===== src/rtl/icache_fill_engine.sv =====
// icache_fill_engine: refill writer for the L1 instruction cache.
// Takes one block-miss request, issues a single memory read, collects BEATS
// narrow data beats into a full block and strobes the i-cache write port once.
module icache_fill_engine #(
  parameter int unsigned BLOCK_BITS = 256,
  parameter int unsigned BEAT_BITS  = 32,
  parameter int unsigned ADDR_BITS  = 16
) (
  input  logic                  clock_i,
  input  logic                  reset_i,
  input  logic                  missValid_i,
  input  logic [ADDR_BITS-1:0]  missAddr_i,
  output logic                  missReady_o,
  output logic                  memReqValid_o,
  output logic [ADDR_BITS-1:0]  memReqAddr_o,
  input  logic                  memReqReady_i,
  input  logic                  memDataValid_i,
  input  logic [BEAT_BITS-1:0]  memData_i,
  output logic                  writeEnable_o,
  output logic [ADDR_BITS-1:0]  writeAddress_o,
  output logic [BLOCK_BITS-1:0] writeBlock_o,
  output logic                  fillDone_o
);

  localparam int unsigned BEATS = BLOCK_BITS / BEAT_BITS;
  localparam int unsigned CNT_W = (BEATS > 1) ? $clog2(BEATS) : 1;
  localparam logic [CNT_W-1:0] LAST_BEAT = CNT_W'(BEATS - 1);

  typedef enum logic [1:0] {
    S_IDLE  = 2'd0,
    S_REQ   = 2'd1,
    S_BEAT  = 2'd2,
    S_WRITE = 2'd3
  } state_t;

  state_t                r_state;
  state_t                w_state_nxt;
  logic [ADDR_BITS-1:0]  r_addr;
  logic [ADDR_BITS-1:0]  w_addr_nxt;
  logic [CNT_W-1:0]      r_cnt;
  logic [CNT_W-1:0]      w_cnt_nxt;
  logic [BLOCK_BITS-1:0] r_block;
  logic [BLOCK_BITS-1:0] w_block_nxt;

  logic                  r_miss_ready;
  logic                  r_mem_req_valid;
  logic                  r_write_en;
  logic [ADDR_BITS-1:0]  r_wr_addr;

  // State, latched address, beat counter and the block being assembled
  always_ff @(posedge clock_i or posedge reset_i) begin
    if (reset_i) begin
      r_state <= S_IDLE;
      r_addr  <= '0;
      r_cnt   <= '0;
      r_block <= '0;
    end else begin
      r_state <= w_state_nxt;
      r_addr  <= w_addr_nxt;
      r_cnt   <= w_cnt_nxt;
      r_block <= w_block_nxt;
    end
  end

  // Next-state logic: accept miss, wait for request handshake, gather beats, write once
  always_comb begin
    w_state_nxt = r_state;
    w_addr_nxt  = r_addr;
    w_cnt_nxt   = r_cnt;
    w_block_nxt = r_block;

    unique case (r_state)
      S_IDLE: begin
        if (missValid_i) begin
          w_addr_nxt  = missAddr_i;
          w_state_nxt = S_REQ;
        end
      end

      S_REQ: begin
        // Early data beats are dropped here on purpose.
        if (memReqReady_i) begin
          w_cnt_nxt   = '0;
          w_state_nxt = S_BEAT;
        end
      end

      S_BEAT: begin
        if (memDataValid_i) begin
          for (int unsigned b = 0; b < BEATS; b++) begin
            if (r_cnt == CNT_W'(b)) begin
              w_block_nxt[b*BEAT_BITS +: BEAT_BITS] = memData_i;
            end
          end
          // Counter parks on the last index so it never wraps inside a fill.
          if (r_cnt == LAST_BEAT) begin
            w_state_nxt = S_WRITE;
          end else begin
            w_cnt_nxt = r_cnt + CNT_W'(1);
          end
        end
      end

      S_WRITE: begin
        w_state_nxt = S_IDLE;
      end

      default: begin
        w_state_nxt = S_IDLE;
      end
    endcase
  end

  // Handshake and write-strobe outputs registered from the next state
  always_ff @(posedge clock_i or posedge reset_i) begin
    if (reset_i) begin
      r_miss_ready    <= 1'b1;
      r_mem_req_valid <= 1'b0;
      r_write_en      <= 1'b0;
      r_wr_addr       <= '0;
    end else begin
      r_miss_ready    <= (w_state_nxt == S_IDLE);
      r_mem_req_valid <= (w_state_nxt == S_REQ);
      r_write_en      <= (w_state_nxt == S_WRITE);
      if (w_state_nxt == S_WRITE) begin
        r_wr_addr <= r_addr;
      end
    end
  end

  assign missReady_o    = r_miss_ready;
  assign memReqValid_o  = r_mem_req_valid;
  assign memReqAddr_o   = r_addr;
  assign writeEnable_o  = r_write_en;
  assign fillDone_o     = r_write_en;
  assign writeAddress_o = r_wr_addr;
  assign writeBlock_o   = r_block;

endmodule

===== config.mk =====
export PLATFORM = sky130hd
export DESIGN_NAME = icache_fill_engine
export DESIGN_NICKNAME = d
export VERILOG_FILES = /design/src/rtl/icache_fill_engine.sv
export SDC_FILE = /design/constraint.sdc
export NUM_CORES = 1
export LEC_CHECK = 0
export CAP_MARGIN = 20
export CORE_UTILIZATION = 47
export DETAILED_ROUTE_END_ITERATION = 16
export PLACE_DENSITY = 0.77
export SETUP_SLACK_MARGIN = 0.4
export SYNTH_ARGS = -nofsm -noshare
export SYNTH_HDL_FRONTEND = slang
export SYNTH_SLANG_ARGS = --single-unit

===== constraint.sdc =====
create_clock -name clock_i -period 15.5 [get_ports clock_i]
set_clock_uncertainty 0.15 [all_clocks]
set_input_delay 4.65 -clock clock_i [delete_from_list [all_inputs] [get_ports clock_i]]
set_output_delay 4.65 -clock clock_i [all_outputs]
set_load 0.05 [all_outputs]

# After elaboration in Yosys (flattened, before gate mapping)
# Cells that the tools add are included.
# totals
inputBits	53
word_cells	54
register_bits	296
# op_classes
mux	9
n_eq_ne	15
n_addsub	1
n_reduce_logical	14
# ops
operator	n
$reduce_and A3 Y1	8
$eq A3 B3 Y1 const B	4
$mux W3	3
$mux W2	4
$pmux W2 S4	1
$eq A2 B2 Y1 const B	3
$eq A3 B2 Y1 const B	2
$ne A2 B2 Y1 const B	3
$pmux W3 S2	1
$eq A2 B1 Y1 const B	2
$logic_not A2 Y1	2
$reduce_and A4 Y1	1
$add A3 B1 Y3 const B	1
$eq A3 B1 Y1 const B	1
$logic_not A3 Y1	1
$reduce_and A2 Y1	1
$reduce_bool A2 Y1	1

# Logic depth before layout (Yosys ltp)
# depth
depth_word	5
mapped_depth	6
depth_no_buf	5

# Least setup slack after synthesis
# No wires, ideal clock.
# synth_path
kind	input-to-reg
startpoint	input port memDataValid_i
endpoint	register r_block[21] (netlist: writeBlock_o[21])
arrival_time_ns	5.628
path_buffers	2
setup_ns	0.125
path_stages	5
path_slack_ns	9.597
required_time_ns	15.225
cell_sequence	nor2b_1 > and4_1 > buf_2 > buf_4 > mux2_2
# synth_between
elab_chain_len	1
# synth_rtl
element	line_no	text
start, declared	17	input logic memDataValid_i,
$reduce_and A3 Y1 (no line)	--	
end signal, assigned	61	r_block <= w_block_nxt;
end, declared	42	logic [BLOCK_BITS-1:0] r_block;
# Every way passes these cells.
# A chain may end at the register's enable or synchronous reset.

# Worst setup path in the final report
# layout_path
startpoint	input port memDataValid_i
endpoint	register r_block[72] (netlist: writeBlock_o[72])
# Same word-level chain as after synthesis.

==> qor.csv <==
stage,metric,value,unit
route,met1 wire length,11760,um
route,DR iter-0 viols,211,
critical_path,CP Class,in -> reg,
route,drt first pass iters,5,
sta,"Slew Viols, Final",0,
route,max layer used,met4,
sta,RSZ-0062 raised after global routing,no,
floorplanning,IO Pins,345,
logic_synthesis,syn avg cell area,16.96,sq um
clock_network,clk sinks,296,
clock_network,# hold bufs at CTS,0,
logic_synthesis,most common cell in the synthesized netlist,dfrtp_1,
critical_path,CP arrival,7.06,ns
critical_path,crit start category,input pin,
global_routing,vias in the first global route,7152,
clock_network,Post-CTS Setup Inserts,0,
logic_synthesis,Seq cells post-synth,296,
floorplanning,Die Height,155.9,um
placement,GPL Wtd Cong,0.7387,
sta,setup TNS,0,ns
pwr,Max VDD drop,149.1,uV
floorplanning,Std-Cell Rows,55,
route,post-route ant nets,0,
floorplanning,Initial Utilization,48.56,%
route,via count,6896,
critical_path,RR Startpoint,r_state[1]$_DFF_PP0_,
sta,fin crit share,43.75,%
critical_path,maximum fanout along the worst path,17,
sta,Peak Freq,0.1475,GHz
logic_synthesis,Post-Syn Nets,715,
route,Vias/cell,5.108,
clock_network,CTS tree,yes,
sta,measured slew at the worst slew-check pin,0.9764,ns
pwr,"Power, Total",3.532,mW
logic_synthesis,post-synth cell types,29,
floorplanning,die area,24290,sq um
clock_network,CTS max path bufs,3,
critical_path,CP Capture Point,writeBlock_o[72]$_DFFE_PP0P_,
critical_path,worst r2r dst,writeBlock_o[72]$_DFFE_PP0P_,
logic_synthesis,cell taking the most area after synthesis,dfrtp_1,
logic_synthesis,post-synthesis instance area,11130,sq um
critical_path,Worst setup EP type,flip-flop,
clock_network,htree depth,1,
clock_network,Clock Latency Late Sink,0.54,ns
pwr,Power Density,220.5,nW/um^2
global_routing,initial antenna violation count,0,
route,wire per inst,20.95,um
critical_path,slack of the worst reg-to-reg path,12.77,ns
logic_synthesis,Post-synth EDFFs,0,
global_routing,largest net degree at the start of global routing,137,
job,Max-Cap Viols,0,
worst_hold_path,Hold Path Class,reg -> reg,
logic_synthesis,synth cell count leaders,"295 x dfrtp_1, 271 x mux2_2, 19 x buf_2, 17 x mux2_1, 11 x buf_4",
logic_synthesis,"top cells by area, synth","dfrtp_1 66%, mux2_2 27%, mux2_1 1.7%, buf_2 0.85%, buf_4 0.74%",
logic_synthesis,post-synthesis async set-or-reset flop share,100.0,%
route,met2 wire length,13430,um
route,Routed WL,28280,um
clock_network,"Reg clk slew, reported paths",0.06,ns
clock_network,CTS root buf,clkbuf_16,
sta,Rel. slew slack,34.91,%
sta,final setup fails,0,
route,routed wl met3,2254,um
placement,HPWL after DPL,18820,um
final_layout,layout cells sized above 1,33.27,%
sta,"Hold Violations, Final",0,
floorplanning,core footprint,22920,sq um
run_status,run status,"complete, no violations",
logic_synthesis,Cells after Synth,656,
floorplanning,die width,155.9,um
logic_synthesis,sequential area share after synthesis,66.58,%
critical_path,worst path required time,15.77,ns
clock_network,CTS buffer count,31,
logic_synthesis,warnings from Yosys,0,
critical_path,FF-to-FF path depth,4,
logic_synthesis,main flop type after synthesis,dfrtp_1,
route,# DRC,0,
final_layout,Syn-to-layout area delta,43.97,%
pwr,Lkg Pwr,7.404,nW
global_routing,total grt overflow,0,
placement,IO buf count,344,
sta,min Tclk post-route,6.781,ns
critical_path,critical path startpoint,memDataValid_i,
clock_network,Post-CTS Resized,0,
logic_synthesis,post-synth top area share,66.34,%
global_routing,gr usage total,23.47,%
global_routing,first-pass GRT wire length,43370,um
final_layout,Layout Nets,1073,
final_layout,Antenna Cells,0,
metrics by stage:
step	area (sq um)	hold WS (ns)	std cells	utilization (%)	setup WS, ns
2_1_floorplan	11130	0.3638	656	-	2.526
5_1_grt	16020	0.3457	1350	69.90	8.609
4_1_cts	15930	0.3377	1346	69.53	8.508
3_3_place_gp	14870	0.3193	1289	64.90	8.018
3_5_place_dp	14900	0.3240	1290	65.02	7.969
6_report	16020	0.3359	1350	69.90	8.719
how the worst min path moves through the flow:
stage,startpoint,to,slack [ns],depth (start not counted)
after floorplan,r_cnt[0]$_DFFE_PP0P_,r_cnt[0]$_DFFE_PP0P_,0.36,1
after global placement,writeBlock_o[89]$_DFFE_PP0P_,writeBlock_o[89]$_DFFE_PP0P_,0.32,1
after detailed placement,writeBlock_o[57]$_DFFE_PP0P_,writeBlock_o[57]$_DFFE_PP0P_,0.32,1
after CTS,writeBlock_o[57]$_DFFE_PP0P_,writeBlock_o[57]$_DFFE_PP0P_,0.34,1
after global routing,writeBlock_o[57]$_DFFE_PP0P_,writeBlock_o[57]$_DFFE_PP0P_,0.35,1
final,writeBlock_o[56]$_DFFE_PP0P_,writeBlock_o[56]$_DFFE_PP0P_,0.34,1
report_power, final:
group          internal [mW]  switching [mW]
combinational          0.577            1.07
clock                  0.442           0.296
sequential              1.01           0.136
cells in the final DEF, fill, tap and decap left out, types with 5 or more instances in the layout:
master / instances
clkdlybuf4s50_1: 344
clkinv_2: 7
dfrtp_1: 295
inv_1: 5
clkbuf_1: 5
clkbuf_16: 31
clkbuf_8: 9
buf_4: 7
ha_1: 6
mux2_1: 17
mux2_2: 271
routing by layer:
layer  vias to the layer above  global-route usage (%)
met5                         -                       0
met4                         0                   7.610
met3                        44                   6.722
met2                       249                   38.33
met1                      3545                   30.20
li1                       3058                       -
sequential cells by signal, indices dropped and copies added, names as in the netlist:
name / flops
r_state: 2
fillDone_o: 1
r_cnt: 3
missReady_o: 1
memReqAddr_o: 16
writeBlock_o: 256
writeAddress_o: 16
memReqValid_o: 1
cell families (layout without fill, tap and decap cells):
group / count (synthesis) / count (layout) / synth area share [%]
compound gates: 6 / 6 / 0.3936
buf+inv: 37 / 418 / 1.900
fa+ha+maj: 6 / 6 / 0.6747
flops: 296 / 296 / 66.58
simple gates: 23 / 23 / 1.304
mux: 288 / 288 / 29.15
critical path, stage by stage:
cell and delay (ns):
clkdlybuf4s50_1 0.62, nand2_1 0.19, nor3_4 0.76, buf_4 0.43, mux2_2 0.38
area by class of cell:
cell class,count,area (sq um)
Timing Repair Buffer,356,3610
Clock buffer,45,918.4
Fill cell,1588,6897
Multi-Input combinational cell,323,3546
Clock inverter,11,115.1
Inverter,6,30.03
Sequential cell,296,7408
Tap cell,313,391.6
Power figures use the tool's default switching activity.
